**src/rtl/cpu_pkg.sv**
```systemverilog
// Shared fetch-stage definitions: PC width, branch-select encodings and fetch FSM states.
package cpu_pkg;
  localparam int PC_W = 16;

  localparam logic [1:0] BR_BL     = 2'b00;
  localparam logic [1:0] BR_COND   = 2'b01;
  localparam logic [1:0] BR_UNCOND = 2'b10;
  localparam logic [1:0] BR_SEQ    = 2'b11;

  localparam logic [1:0] ST_REQ  = 2'd0;
  localparam logic [1:0] ST_WAIT = 2'd1;
  localparam logic [1:0] ST_HAVE = 2'd2;
endpackage

```
**src/rtl/fetch_unit_if.sv**
```systemverilog
// Instruction memory channel: valid/ready request plus in-order, variable-latency response.
interface fetch_unit_if;
  import cpu_pkg::*;
  logic            imem_req_valid;
  logic            imem_req_ready;
  logic [PC_W-1:0] imem_req_addr;
  logic            imem_rsp_valid;
  logic [15:0]     imem_rsp_data;

  modport master (output imem_req_valid, imem_req_addr,
                  input  imem_req_ready, imem_rsp_valid, imem_rsp_data);
  modport slave  (input  imem_req_valid, imem_req_addr,
                  output imem_req_ready, imem_rsp_valid, imem_rsp_data);
endinterface

```
**src/rtl/br_target_calc.sv**
```systemverilog
// Combinational branch decision, PC-relative target and BL link address.
module br_target_calc
  import cpu_pkg::*;
#(
  parameter logic [PC_W-1:0] PC_BIAS = 16'd2
) (
  input  logic            redirect_valid,
  input  logic [1:0]      brSel,
  input  logic            brEx,
  input  logic [PC_W-1:0] br_pc,
  input  logic [15:0]     br_instr,
  input  logic [PC_W-1:0] brx_target,
  output logic            taken,
  output logic [PC_W-1:0] target,
  output logic [PC_W-1:0] link_addr
);
  logic [PC_W-1:0] base;
  logic            unused_instr_hi;

  assign base            = br_pc + PC_BIAS;
  assign link_addr       = br_pc + 16'd1;
  assign taken           = redirect_valid & (brEx | (brSel != BR_SEQ));
  assign unused_instr_hi = ^br_instr[15:11];

  // BX overrides brSel; all sums wrap modulo 2^16.
  always_comb begin
    target = base;
    if (brEx) begin
      target = brx_target;
    end else begin
      case (brSel)
        BR_COND:   target = base + {{8{br_instr[7]}}, br_instr[7:0]};
        BR_UNCOND: target = base + {{5{br_instr[10]}}, br_instr[10:0]};
        BR_BL:     target = base + {{10{br_instr[5]}}, br_instr[5:0]};
        default:   target = base;
      endcase
    end
  end
endmodule

```
**src/rtl/fetch_unit.sv**
```systemverilog
// Fetch stage: owns the PC, fetches one halfword at a time and hands PC/instr to decode.
module fetch_unit
  import cpu_pkg::*;
#(
  parameter logic [PC_W-1:0] RESET_PC = 16'h0000,
  parameter logic [PC_W-1:0] PC_BIAS  = 16'd2
) (
  input  logic            clk,
  input  logic            reset,
  fetch_unit_if.master    imem,
  output logic            instr_valid,
  input  logic            instr_ready,
  output logic [PC_W-1:0] PC,
  output logic [15:0]     instr,
  input  logic            redirect_valid,
  input  logic [1:0]      brSel,
  input  logic            brEx,
  input  logic [PC_W-1:0] br_pc,
  input  logic [15:0]     br_instr,
  input  logic [PC_W-1:0] brx_target,
  output logic [PC_W-1:0] link_addr,
  output logic [1:0]      state_dbg
);
  // Handshakes: a transfer happens on a rising edge where valid & ready are both 1;
  // a valid source holds its payload stable until that edge (redirect may replace the request).
  logic [1:0]      state;
  logic [PC_W-1:0] fetch_pc;
  logic [PC_W-1:0] req_pc;
  logic            drop;
  logic            started;
  logic            taken;
  logic [PC_W-1:0] target;
  logic            req_fire;

  br_target_calc #(.PC_BIAS(PC_BIAS)) u_br (
    .redirect_valid (redirect_valid),
    .brSel          (brSel),
    .brEx           (brEx),
    .br_pc          (br_pc),
    .br_instr       (br_instr),
    .brx_target     (brx_target),
    .taken          (taken),
    .target         (target),
    .link_addr      (link_addr)
  );

  // started keeps the request low until the first edge after reset release.
  assign imem.imem_req_valid = started && (state == ST_REQ);
  assign imem.imem_req_addr  = fetch_pc;
  assign req_fire            = imem.imem_req_valid && imem.imem_req_ready;
  assign instr_valid         = (state == ST_HAVE);
  assign state_dbg           = state;

  always_ff @(posedge clk or negedge reset) begin
    if (!reset) begin
      state    <= ST_REQ;
      fetch_pc <= RESET_PC;
      req_pc   <= '0;
      drop     <= 1'b0;
      started  <= 1'b0;
      PC       <= '0;
      instr    <= '0;
    end else begin
      started <= 1'b1;
      if (taken) begin
        fetch_pc <= target;
        case (state)
          ST_REQ: begin
            // An accepted request still owes a response, which must be squashed.
            if (req_fire) begin
              req_pc <= fetch_pc;
              drop   <= 1'b1;
              state  <= ST_WAIT;
            end
          end
          ST_WAIT: begin
            if (imem.imem_rsp_valid) begin
              drop  <= 1'b0;
              state <= ST_REQ;
            end else begin
              drop  <= 1'b1;
            end
          end
          default: state <= ST_REQ;
        endcase
      end else begin
        case (state)
          ST_REQ: begin
            if (req_fire) begin
              req_pc <= fetch_pc;
              state  <= ST_WAIT;
            end
          end
          ST_WAIT: begin
            if (imem.imem_rsp_valid) begin
              if (drop) begin
                drop  <= 1'b0;
                state <= ST_REQ;
              end else begin
                PC    <= req_pc;
                instr <= imem.imem_rsp_data;
                state <= ST_HAVE;
              end
            end
          end
          ST_HAVE: begin
            if (instr_ready) begin
              fetch_pc <= PC + 16'd1;
              state    <= ST_REQ;
            end
          end
          default: state <= ST_REQ;
        endcase
      end
    end
  end
endmodule

```
**src/flat_wrapper.sv**
```systemverilog
// flat-port wrapper written by rule: the top's interface ports become plain ports
module fetch_unit_flat import cpu_pkg::*;
#(
  parameter logic [PC_W-1:0] RESET_PC = 16'h0000,
  parameter logic [PC_W-1:0] PC_BIAS  = 16'd2
)
  (clk, reset, instr_valid, instr_ready, PC, instr, redirect_valid, brSel, brEx, br_pc, br_instr, brx_target, link_addr, state_dbg, imem_imem_req_valid, imem_imem_req_addr, imem_imem_req_ready, imem_imem_rsp_valid, imem_imem_rsp_data);
  fetch_unit_if imem_i ();
  input  logic clk;
  input  logic reset;
  output logic instr_valid;
  input  logic instr_ready;
  output logic [PC_W-1:0] PC;
  output logic [15:0] instr;
  input  logic redirect_valid;
  input  logic [1:0] brSel;
  input  logic brEx;
  input  logic [PC_W-1:0] br_pc;
  input  logic [15:0] br_instr;
  input  logic [PC_W-1:0] brx_target;
  output logic [PC_W-1:0] link_addr;
  output logic [1:0] state_dbg;
  output wire logic [$bits(imem_i.imem_req_valid)-1:0] imem_imem_req_valid;
  output wire logic [$bits(imem_i.imem_req_addr)-1:0] imem_imem_req_addr;
  input wire logic [$bits(imem_i.imem_req_ready)-1:0] imem_imem_req_ready;
  input wire logic [$bits(imem_i.imem_rsp_valid)-1:0] imem_imem_rsp_valid;
  input wire logic [$bits(imem_i.imem_rsp_data)-1:0] imem_imem_rsp_data;
  assign imem_imem_req_valid = imem_i.imem_req_valid;
  assign imem_imem_req_addr = imem_i.imem_req_addr;
  assign imem_i.imem_req_ready = imem_imem_req_ready;
  assign imem_i.imem_rsp_valid = imem_imem_rsp_valid;
  assign imem_i.imem_rsp_data = imem_imem_rsp_data;
  fetch_unit #(.RESET_PC(RESET_PC), .PC_BIAS(PC_BIAS)) u_core (.clk(clk), .reset(reset), .imem(imem_i), .instr_valid(instr_valid), .instr_ready(instr_ready), .PC(PC), .instr(instr), .redirect_valid(redirect_valid), .brSel(brSel), .brEx(brEx), .br_pc(br_pc), .br_instr(br_instr), .brx_target(brx_target), .link_addr(link_addr), .state_dbg(state_dbg));
endmodule
```
**config.mk**
```make
export PLATFORM = sky130hd
export DESIGN_NAME = fetch_unit_flat
export DESIGN_NICKNAME = d
export VERILOG_FILES = /design/src/rtl/cpu_pkg.sv /design/src/rtl/fetch_unit_if.sv /design/src/rtl/br_target_calc.sv /design/src/rtl/fetch_unit.sv /design/src/flat_wrapper.sv
export SDC_FILE = /design/constraint.sdc
export NUM_CORES = 1
export LEC_CHECK = 0
export ABC_CLOCK_PERIOD_IN_PS = 2000
export CORE_MARGIN = 2
export CORE_UTILIZATION = 35
export DETAILED_ROUTE_END_ITERATION = 6
export DONT_BUFFER_PORTS = 1
export HOLD_SLACK_MARGIN = 0.08
export SYNTH_ARGS = -nofsm -noshare
export SYNTH_HDL_FRONTEND = slang
export SYNTH_HIERARCHICAL = 1
export SYNTH_SLANG_ARGS = --single-unit
export TNS_END_PERCENT = 5
```
**constraint.sdc**
```tcl
create_clock -name clk -period 2 [get_ports clk]
set_clock_uncertainty 0.15 [all_clocks]
set_input_delay 0.3 -clock clk [delete_from_list [all_inputs] [get_ports clk]]
set_output_delay 0.3 -clock clk [all_outputs]
set_load 0.005 [all_outputs]
```
* Word level (Yosys, flattened, before mapping) *
Index checks and enable logic that the tools add are counted.

cells by class
  reduce and logical (&&, ||, !) cells = 14
  eq/ne operators = 8
  add/subtract/negate cells = 6
  muxes and demuxes = 19
  bitwise gates (word level) = 4

operators by type and width
  operator                                                               count
  16-bit 2-to-1 mux                                                      4
  16-bit adder                                                           3
  16-bit case mux with 3 select lines                                    1
  16-bit by 1-bit adder with 16-bit output, second input constant        2
  16-bit by 2-bit adder with 16-bit output, second input constant        1
  2-bit 2-to-1 mux                                                       6
  2-bit nonzero test                                                     5
  4-bit AND reduction                                                    2
  2-bit case mux with 3 select lines                                     1
  2-bit AND reduction                                                    3
  1-bit 2-to-1 mux                                                       5
  2-bit by 1-bit equality test with 1-bit output, second input constant  2
  2-bit equality test, second input constant                             2
  2-bit zero test                                                        2
  2-bit != test, second input constant                                   2
  2-bit case mux with 2 select lines                                     1
  3-bit by 1-bit != test with 1-bit output, second input constant        1
  3-bit != test, second input constant                                   1
  1-bit logical AND                                                      2
  1-bit NOT                                                              2
  1-bit case mux with 2 select lines                                     1
  1-bit bitwise AND                                                      1
  1-bit bitwise OR                                                       1

word-level totals
  output and inout port bits = 68
  register bits after elaboration = 68
  bits of input ports = 73

* Longest topological paths before layout *
Gate-level depths: netlist (run 1).

  depth in word-level cells = 6
  depth in mapped cells = 16
  gate-level depth less buffers = 15

* Cells and area by module *
Netlist (run 1), hierarchy kept.

by module, submodules not included
  module          sequential area each (sq um)  times used  cells an instance  area each (sq um)
  fetch_unit      1701.6                        1           237                3151.8
  br_target_calc  0.0                           1           248                1599.0

* Least setup slack after synthesis (run 1) *
No wires, ideal clock.

  kind = input to register
  start point = input br_pc[3]
  end point = register u_core.fetch_pc[15] (netlist: u_core/imem.imem_req_addr[15])
  stages on the path = 16
  library setup time = 0.127 ns
  arrival time = 3.469 ns
  slack = -1.747 ns
  path buffers = 2
  data required time = 1.723 ns
  path through = clkbuf_1 -> and3_1 -> nand3_1 -> nor2_1 -> xor2_1 -> ha_1 -> buf_2 -> a21o_1 -> o21ba_2 -> o211a_1 -> o31a_1 -> mux4_2 -> a211o_1 -> nand2_1 -> o221ai_1 -> or2_2

on the way
  cells in the longest elaborated chain, start to end = 5
  elaborated cells on any way between the ends = 7
  classes of those cells = add/sub (4); mux (3)

RTL lines
  element                                       RTL line                                                          source
  start: declaration                            flat_wrapper.sv:18                                                input logic [PC_W-1:0] br_pc;
  16-bit by 2-bit adder with 16-bit output (*)  br_target_calc.sv:20                                              assign base = br_pc + PC_BIAS;
  16-bit adder, on equally long branches        br_target_calc.sv:34, br_target_calc.sv:32, br_target_calc.sv:33
  16-bit case mux with 3 select lines (*)       br_target_calc.sv:31                                              case (brSel)
  16-bit 2-to-1 mux (*)                         br_target_calc.sv:28                                              if (brEx) begin
  via u_core.target[15]                         fetch_unit.sv:32                                                  logic [PC_W-1:0] target;
  16-bit 2-to-1 mux (*)                         fetch_unit.sv:65                                                  if (taken) begin
  end signal: assignment                        fetch_unit.sv:66                                                  fetch_pc <= target;
  end signal: assignment                        fetch_unit.sv:108                                                 fetch_pc <= PC + 16'd1;
  end: declaration                              fetch_unit.sv:27                                                  logic [PC_W-1:0] fetch_pc;

Mark *: on every way through the listed nets, which the timed path passes. The rest lies on a longest branch.
A chain may end at the register's enable or synchronous reset.

* Worst setup path after layout (run 1) *
  start point = input br_pc[4]
  end point = register u_core.fetch_pc[15] (netlist: u_core/imem.imem_req_addr[15])

The elaborated chain is that of the path after synthesis.

==> impl_metrics.tcl, run 1 <==
set metrics [dict create \
    yosysTopAreaCell "dfrtp_1" \
    yosys.area_share.simple_pct 18.28 \
    r2r-start "u_core/state_dbg[0]" \
    synth_compound_area_share_pct 11.98 \
    placedCellCount 709 \
    cts_max_level 3 \
    path_cells "and3_4 -> nand3_4 -> nor2_4 -> xor2_2 -> ha_1 -> a21o_1 -> o21ba_4 -> o211a_1 -> o31a_1 -> mux4_2 -> a211o_1 -> nand2_1 -> o221ai_2 -> or2_4" \
    violations "hold timing, setup timing" \
    ys_async_sr_fraction_pct 100.0 \
    synth_edf_count 0 \
    drt-met1-wl_um 5533 \
    max_freq_ghz 0.3377 \
    multiInputGateArea_um2 3002 \
    avgSynthCellArea_um2 9.795 \
    min_path_type "primary input to async pin" \
    setup_slack_ps -961.2 \
    nFillCells 1271 \
    antenna_found_initial 1 \
    drtPass1Iterations 5 \
    regArea_um2 1702 \
    drc_errors 0 \
    whs_ps -481.4 \
    cpMaxStageDelayCell "mux4_2" \
    rows 42 \
    synth-seq-cells 68 \
    placed_area_um2 5421 \
    critPathTopFamily "compound AO/OA/AOI/OAI gates" \
    grt_max_degree 69 \
    synth_fp_nets 577 \
    cts_sinks 68 \
    start_kind "primary input" \
    hold_viol 68 \
    port-buffer-count 0 \
    grt_pass1_vias 3992 \
    met2_length_um 6129 \
    synth_xor_area_share_pct 8.480 \
    p_leak_nw 2.841 \
    clk_pin_slew_ps 50 \
    cts-root-buf "clkbuf_16" \
    yosysWarnings 6 \
    ios 141 \
    ant_nets 0 \
    top_layer_used "met4" \
    hold_buffers 23 \
    drv_cap 0 \
    vias 3930 \
    arrival_ps 3020 \
    syn_inst 485 \
    synth.area.mux_share_pct 15.83 \
    reg2reg_depth 4 \
    required_ps 2060 \
    synth_top_family_by_area "simple AND/OR/NAND/NOR gates" \
    crit_fanout 6 \
    post-route-min-period_ps 2961 \
    initial_utilization_pct 35.87 \
    final_net_count 664 \
    synth_ff_type "dfrtp_1" \
    core_um2 13240 \
    timing.rr.end "u_core/instr[8]" \
    critPathBufInv 0 \
    drive_gt1_share_pct 31.54 \
    cts_made_buffers 9 \
    fin_area_um2 6111 \
    synthAdderAreaFrac_pct 5.162 \
    cp_slowest_stage_delay_ps 500 \
    status "finished, violations left" \
    power-per-cell-area_nw_per_um2 952.4 \
    drt_iter0_drc 166 \
    synth_top_area_share_pct 35.82 \
    grt_pass1_wl_um 20690 \
    hpwlAfterDp_um 9936 \
    r2r_setup_slack_ps 120 \
    wl_met3_um 1196 \
    clk_path_buf_depth 2 \
    drt-vias-per-instance 5.212 \
    rsz0062_at_grt "yes" \
    syn_area_um2 4751 \
    ys_top_cells_by_area "dfrtp_1 (36%), mux2_4 (9.2%), nand2_1 (5.0%)" \
    grt_usage_pct 17.93 \
    place.gp.congestion 0.9167 \
    drt_wl_total_um 13040 \
    overflow 0 \
    chipHeight_um 120.5 \
    seq_area_frac_synth_pct 35.82 \
    synth_cell_types 62 \
    wire_per_inst_um 17.29 \
    worstSkewPairLatency_ps 320 \
    syn_to_final_growth_pct 28.63 \
    worstSetupPathType "primary input to register" \
    finalCritPeriodShare_pct 148.1 \
    die_area_um2 14520 \
    fp.dieW_um 120.5 \
    peakVddDrop_v 0.0003344 \
    setup_viol 10 \
    fin_cells 754 \
    dp_slack_ps -1415 \
    tritoncts "done" \
    slew_viol_final 0 \
    endpoint_kind "register" \
]
[per-stage QoR]
| step | total power (W) | setup TNS [ps] | util, % |
|---|---|---|---|
| 2_1_floorplan | 0.003590 | -21900 | - |
| 3_3_place_gp | 0.004160 | -12870 | 40.94 |
| 3_5_place_dp | 0.004213 | -13570 | 40.94 |
| 4_1_cts | 0.005871 | -5079 | 45.70 |
| 5_1_grt | 0.006185 | -7260 | 46.15 |
| 6_report | 0.005820 | -5123 | 46.15 |
[how the worst max path moves through the flow]
| stage | cells past startpoint | end | from | slack [ps] |
|---|---|---|---|---|
| CTS | 14 | u_core/imem.imem_req_addr[15] | br_pc[4] | -990 |
| detailed placement | 14 | u_core/imem.imem_req_addr[15] | br_pc[4] | -1420 |
| global placement | 14 | u_core/imem.imem_req_addr[15] | br_pc[4] | -1350 |
| global route | 14 | u_core/imem.imem_req_addr[15] | br_pc[4] | -1110 |
| floorplan | 16 | u_core/imem.imem_req_addr[15] | br_pc[3] | -1370 |
| finish | 14 | u_core/imem.imem_req_addr[15] | br_pc[4] | -960 |
[per-layer routing]
layer	GRT usage [%]	vias up
li1	-	1910
met1	22.07	1853
met2	29.77	150
met3	5.660	17
met4	5.887	0
met5	0	-
[where the power goes]
part | internal (W) | switching [W] | total [W]
clock network | 0.000996 | 0.000551 | 0.00155
registers | 0.00189 | 0.000485 | 0.00237
logic | 0.00114 | 0.000756 | 0.00190
total | 0.00403 | 0.00179 | 0.00582
[cell usage after synthesis, types with 10 or more instances]
| library cell | number |
|---|---|
| xnor2_1 | 23 |
| nand4_1 | 14 |
| clkbuf_1 | 14 |
| a21oi_1 | 22 |
| nand3_1 | 16 |
| ha_1 | 18 |
| xor2_1 | 23 |
| nor3_1 | 10 |
| mux2_4 | 29 |
| nand2_1 | 63 |
| dfrtp_1 | 68 |
| o21ai_0 | 17 |
| nor2_1 | 28 |
| mux2_2 | 19 |
[logic make-up after synthesis]
kind of cell,Yosys count
fa+ha+maj,19
flops,68
buf+inv,36
other cells,1
xor+xnor,46
compound gates,84
simple gates,174
mux,57
[sequential cells by signal, indices dropped and copies added (netlist names)]
signal                     flops
u_core/PC                     16
u_core/drop                    1
u_core/imem.imem_req_addr     16
u_core/instr                  16
u_core/req_pc                 16
u_core/started                 1
u_core/state_dbg               2
[placed cells by master, fill, tap and decap left out, drive strengths merged, types with 3 or more instances in the layout]
| cell type | count |
|---|---|
| nor3 | 10 |
| ha | 18 |
| clkinv | 3 |
| and4 | 5 |
| o21ai | 17 |
| nand2 | 64 |
| nand3 | 17 |
| inv | 9 |
| o211ai | 3 |
| and3 | 8 |
| a211oi | 3 |
| o22ai | 3 |
| o221ai | 7 |
| buf | 80 |
| nand3b | 3 |
| mux2 | 48 |
| nand4 | 14 |
| a21o | 5 |
| clkbuf | 12 |
| xnor2 | 23 |
| xor2 | 23 |
| or2 | 3 |
| dlygate4sd3 | 23 |
| nor2 | 28 |
| mux2i | 8 |
| and2 | 7 |
| dfrtp | 68 |
| or3 | 5 |
| a21oi | 22 |
[final cells by class]
class / instances / share of cell area, %
diodes: 1 / 0.04095
clock buffers: 12 / 4.034
inverters: 9 / 0.5528
well taps: 176 / 3.604
repair buffers: 103 / 14.00
clock inverters: 4 / 0.7985
flip-flops and latches: 68 / 27.85
multi-input cells: 381 / 49.12
[what timing repair did]
action	in CTS	in global routing
setup buffers	3	2
gates resized for setup	17	7
cloned	0	0
endpoints found under the setup margin	12	12
endpoints found under the hold margin	91	68
pin swaps	9	6
Power figures use the tool's default switching activity.
==> run 2, diff against run 1 <==
--- a/config.mk
+++ b/config.mk
@@ -8,9 +8,11 @@
 export ABC_CLOCK_PERIOD_IN_PS = 2000
 export CORE_MARGIN = 2
 export CORE_UTILIZATION = 35
+export CTS_BUF_LIST = sky130_fd_sc_hd__clkbuf_8
 export DETAILED_ROUTE_END_ITERATION = 6
 export DONT_BUFFER_PORTS = 1
 export HOLD_SLACK_MARGIN = 0.08
+export SKIP_CTS_REPAIR_TIMING = 1
 export SYNTH_ARGS = -nofsm -noshare
 export SYNTH_HDL_FRONTEND = slang
 export SYNTH_HIERARCHICAL = 1
==> run 2 against run 1 <==
The run still ends with hold timing, setup timing left; flip-flop and latch count stayed put; clock power is 29% lower; critical path depth stayed put; sequential power hardly changed; sequential share of layout area is 0.36 points higher; cell count is 0.13% lower; power is 7.7% lower; die area stayed put; global-route usage is 0.22 points lower; via count hardly changed; register-to-register slack hardly changed; critical path type unchanged; largest power group unchanged.
==> impl_metrics.tcl, run 2 (synthesis gave the netlist of run 1 again) <==
set metrics [dict create \
    status "finished, violations left" \
    violations "hold timing, setup timing" \
    layout_commonest_cell "buf_4" \
    p_leak_nw 2.809 \
    min_path_type "primary input to async pin" \
    drc_errors 0 \
    drv_cap 0 \
    fp.dieW_um 120.5 \
    drt_iter0_drc 151 \
    drt-vias-per-instance 5.220 \
    max_freq_ghz 0.3387 \
    post-route-min-period_ps 2953 \
    crit_fanout 6 \
    initial_utilization_pct 35.87 \
    endpoint_kind "register" \
    hold_viol 68 \
    rsz0062_at_grt "yes" \
    placedCellCount 709 \
    clk_path_buf_depth 2 \
    rows 42 \
    chipHeight_um 120.5 \
    grt_usage_pct 17.71 \
    fin_cells 753 \
    core_um2 13240 \
    setup_viol 10 \
    ios 141 \
    grt_max_degree 69 \
    port-buffer-count 0 \
    start_kind "primary input" \
    whs_ps -505.4 \
    die_area_um2 14520 \
    clk_pin_slew_ps 70 \
    vias 3931 \
    drive_gt1_share_pct 31.60 \
    required_ps 2080 \
    finalCritPeriodShare_pct 147.6 \
    hpwlAfterDp_um 9936 \
    wire_per_inst_um 17.19 \
    cts_made_buffers 9 \
    drt_wl_total_um 12940 \
    final_net_count 663 \
    grt_pass1_vias 3895 \
    cts_max_level 3 \
    power-per-cell-area_nw_per_um2 890.2 \
    ant_nets 0 \
    setup-tns-final_ps -4962 \
    syn_to_final_growth_pct 26.97 \
    place.gp.congestion 0.9167 \
    final_cell_mix "buf_4 (77), dfrtp_1 (68), nand2_1 (61), mux2_4 (29), nor2_1 (25)" \
    cts_sinks 68 \
    worstSkewPairLatency_ps 340 \
    dp_slack_ps -1415 \
    drtPass1Iterations 5 \
    peakVddDrop_v 0.0003024 \
    overflow 0 \
    nFillCells 1276 \
    grt_pass1_wl_um 20290 \
    worstSetupPathType "primary input to register" \
    antenna_found_initial 1 \
    tritoncts "done" \
    slew_viol_final 0 \
    arrival_ps 3040 \
    setup_slack_ps -952.9 \
    cts-root-buf "clkbuf_8" \
]
[run 2: cell count changes in the layout (fill, tap and decap cells not counted), moves of 2 or more]
cell and change:
clkbuf_16 -9, xor2_2 -3, inv_1 +2, xor2_1 +2, clkbuf_1 -2, ha_1 -2
clkbuf_8 +9, ha_4 +2
[run 2: power by group]
group | switching, W | internal [W] | total, W
combinational | 0.000753 | 0.00115 | 0.00190
clock | 0.000505 | 0.000598 | 0.00110
sequential | 0.000481 | 0.00189 | 0.00237
[run 2: layout make-up]
cell class,instances,area (um2),area share [%]
tap,176,220.2,3.651
multi-input combinational,381,3032,50.26
clock inverter,6,56.30,0.9334
timing repair buffer,102,848.3,14.06
clock buffer,10,137.6,2.282
sequential,68,1702,28.21
antenna,1,2.502,0.04149
inverter,9,33.78,0.5600
[run 2: worst max-delay path, cell delays in order]
cell      delay [ps]
and3_4           190
nand3_4          120
nor2_2           120
xor2_1           210
ha_1             290
a21oi_2          190
o21ba_4          160
o211a_1          150
o31a_1           160
mux4_2           500
a211o_1          250
nand2_1           80
o221ai_1         100
or2_4            230
[run 2: path summary, 6_finish.rpt]
check | depth (start not counted) | endpoint | slack, ps | startpoint
min in group clk | 4 | u_core/imem.imem_req_addr[3] | 90 | brx_target[3]
max | 14 | u_core/imem.imem_req_addr[15] | -950 | br_pc[4]
min | 0 | u_core/instr[7] | -510 | reset
max reg2reg | 4 | u_core/instr[8] | 120 | u_core/state_dbg[0]
max in group asynchronous | 0 | u_core/req_pc[3] | 2100 | reset
min reg2reg | 1 | u_core/drop | 350 | u_core/drop
[run 2: stage by stage]
stage	area, um2	total power [W]	util [%]
finish	6032	0.005370	45.55
global route	6032	0.005733	45.55
CTS	5615	0.005359	42.40
detailed placement	5421	0.004213	40.94
global placement	5421	0.004160	40.94
floorplan	4813	0.003590	-
[run 2: per-layer routing]
layer | up-vias | wire length, um | track usage (%) | share of wire (%)
met5 | - | 0 | 0 | 0
met4 | 0 | 219 | 6.177 | 1.7
met3 | 19 | 1180 | 6.179 | 9.1
met2 | 150 | 5993 | 28.81 | 46
met1 | 1849 | 5550 | 21.77 | 43
li1 | 1913 | - | - | -
==> run 3, diff against run 2 <==
--- a/config.mk
+++ b/config.mk
@@ -11,8 +11,9 @@
 export CTS_BUF_LIST = sky130_fd_sc_hd__clkbuf_8
 export DETAILED_ROUTE_END_ITERATION = 6
 export DONT_BUFFER_PORTS = 1
-export HOLD_SLACK_MARGIN = 0.08
+export HOLD_SLACK_MARGIN = 0.12
 export SKIP_CTS_REPAIR_TIMING = 1
+export SKIP_LAST_GASP = 1
 export SYNTH_ARGS = -nofsm -noshare
 export SYNTH_HDL_FRONTEND = slang
 export SYNTH_HIERARCHICAL = 1
==> run 3 against run 2 <==
The flow still finishes with violations (hold timing, setup timing); flip-flop and latch count did not move; clock power hardly changed; maximum frequency up 0.33%; global-route usage stayed put; via count decreased by 0.43%; combinational power about the same; largest power group unchanged; cell count unchanged; critical path depth stayed put; core utilization fell by 0.20 points.
==> impl_metrics.tcl, run 3 (synthesis gave the netlist of run 1 again) <==
set metrics [dict create \
    fin_cells 753 \
    pwr-share-seq_pct 44.2 \
    antenna_found_initial 1 \
    setup_slack_ps -943.0 \
    internal-power_w 0.003626 \
    layout_commonest_cell "buf_4" \
    worstSkewPairLatency_ps 350 \
    core_um2 13240 \
    chipHeight_um 120.5 \
    die_area_um2 14520 \
    drv_cap 0 \
    drtPass1Iterations 4 \
    p_clk_share_pct 20.6 \
    endpoint_kind "register" \
    fin_util_pct 45.35 \
    wire_per_inst_um 17.11 \
    cts-root-buf "clkbuf_8" \
    final_net_count 663 \
    slew_viol_final 0 \
    start_kind "primary input" \
    grt_pass1_wl_um 20290 \
    clk_path_buf_depth 2 \
    status "finished, violations left" \
    crit_fanout 6 \
    drive_gt1_share_pct 30.73 \
    final_cell_mix "buf_4 (77), dfrtp_1 (68), nand2_1 (62), mux2_4 (29), nor2_1 (25)" \
    peakVddDrop_v 0.0003021 \
    power-per-cell-area_nw_per_um2 892.7 \
    required_ps 2080 \
    clk_pin_slew_ps 70 \
    port-buffer-count 0 \
    max_freq_ghz 0.3398 \
    dp_slack_ps -1415 \
    placedCellCount 709 \
    drc_errors 0 \
    setup_viol 10 \
    rsz0062_at_grt "yes" \
    cts_made_buffers 9 \
    grt_max_degree 69 \
    drt_wl_total_um 12880 \
    overflow 0 \
    cp_slowest_stage_delay_ps 500 \
    cpMaxStageDelayCell "mux4_2" \
    initial_utilization_pct 35.87 \
    ios 141 \
    place.gp.congestion 0.9167 \
    p_leak_nw 2.794 \
    switching_share_pct 32.36 \
    finalCritPeriodShare_pct 147.2 \
    hpwlAfterDp_um 9936 \
    violations "hold timing, setup timing" \
    rows 42 \
    hold_viol 68 \
    cts_sinks 68 \
    fp.dieW_um 120.5 \
    grt_usage_pct 17.71 \
    arrival_ps 3030 \
    whs_ps -506.1 \
    ant_nets 0 \
    drt-vias-per-instance 5.198 \
    post-route-min-period_ps 2943 \
    p_comb_share_pct 35.3 \
    worstSetupPathType "primary input to register" \
    syn_to_final_growth_pct 26.42 \
    tritoncts "done" \
    drt_iter0_drc 158 \
    min_path_type "primary input to async pin" \
    cts_max_level 3 \
    vias 3914 \
    setup-tns-final_ps -5217 \
    power_switching_w 0.001735 \
    path_cells "and3_4 -> nand3_4 -> nor2_2 -> xor2_1 -> ha_1 -> a21oi_2 -> o21ba_4 -> o211a_1 -> o31a_1 -> mux4_2 -> a211o_1 -> nand2_1 -> o221ai_1 -> or2_4" \
    grt_pass1_vias 3895 \
]
==> run 3: cell counts in the layout (fill, tap and decap cells not counted) <==
No cell type changed its count.
==> run 3: cell type report <==
| cell class | count | area (um2) |
|---|---|---|
| fill | 1277 | 7237 |
| clock inverter | 6 | 56.30 |
| antenna | 1 | 2.502 |
| inverter | 9 | 33.78 |
| sequential | 68 | 1702 |
| timing repair buffer | 102 | 848.3 |
| multi-input combinational | 381 | 3005 |
| clock buffer | 10 | 137.6 |
| tap | 176 | 220.2 |
==> run 3: worst paths after layout <==
check,start,endpoint,slack (ps),cells after the start
worst max-delay path,br_pc[4],u_core/imem.imem_req_addr[15],-940,14
worst min-delay path,reset,u_core/instr[7],-510,0
worst max register to register,u_core/state_dbg[0],u_core/instr[8],120,4
worst min register to register,u_core/drop,u_core/drop,350,1
max in group asynchronous,reset,u_core/req_pc[3],2090,0
min in group clk,brx_target[3],u_core/imem.imem_req_addr[3],90,4
==> run 3: power by group through the flow <==
stage / logic [W] / registers [W] / clock network, W
after global placement: 0.00178 / 0.00238 / 0
after floorplan: 0.00130 / 0.00229 / 0
final: 0.00189 / 0.00237 / 0.00110
after detailed placement: 0.00181 / 0.00240 / 0
after global routing: 0.00206 / 0.00245 / 0.00121
after CTS: 0.00183 / 0.00238 / 0.00115
==> run 3: per-layer routing <==
layer  up-vias  share of wire (%)  global-route usage, %
met3        19                9.4                  6.179
met5         -                  0                      0
met2       144                 46                  28.81
met4         0                1.7                  6.177
li1       1912                  -                      -
met1      1839                 43                  21.77
==> run 3: critical path: cells and delay by family <==
kind | cells | cell delay (ps)
AOI/OAI and AO/OA | 6 | 1010
adders and majority gates | 1 | 290
and+or+nand+nor | 5 | 730
muxes | 1 | 500
xor gates and xnor gates | 1 | 210
==> run 3: through the flow <==
step           cell area, um2  power, W
3_5_place_dp             5421  0.004213
6_report                 6006  0.005361
3_3_place_gp             5421  0.004160
5_1_grt                  6006  0.005725
4_1_cts                  5615  0.005359
2_1_floorplan            4813  0.003590
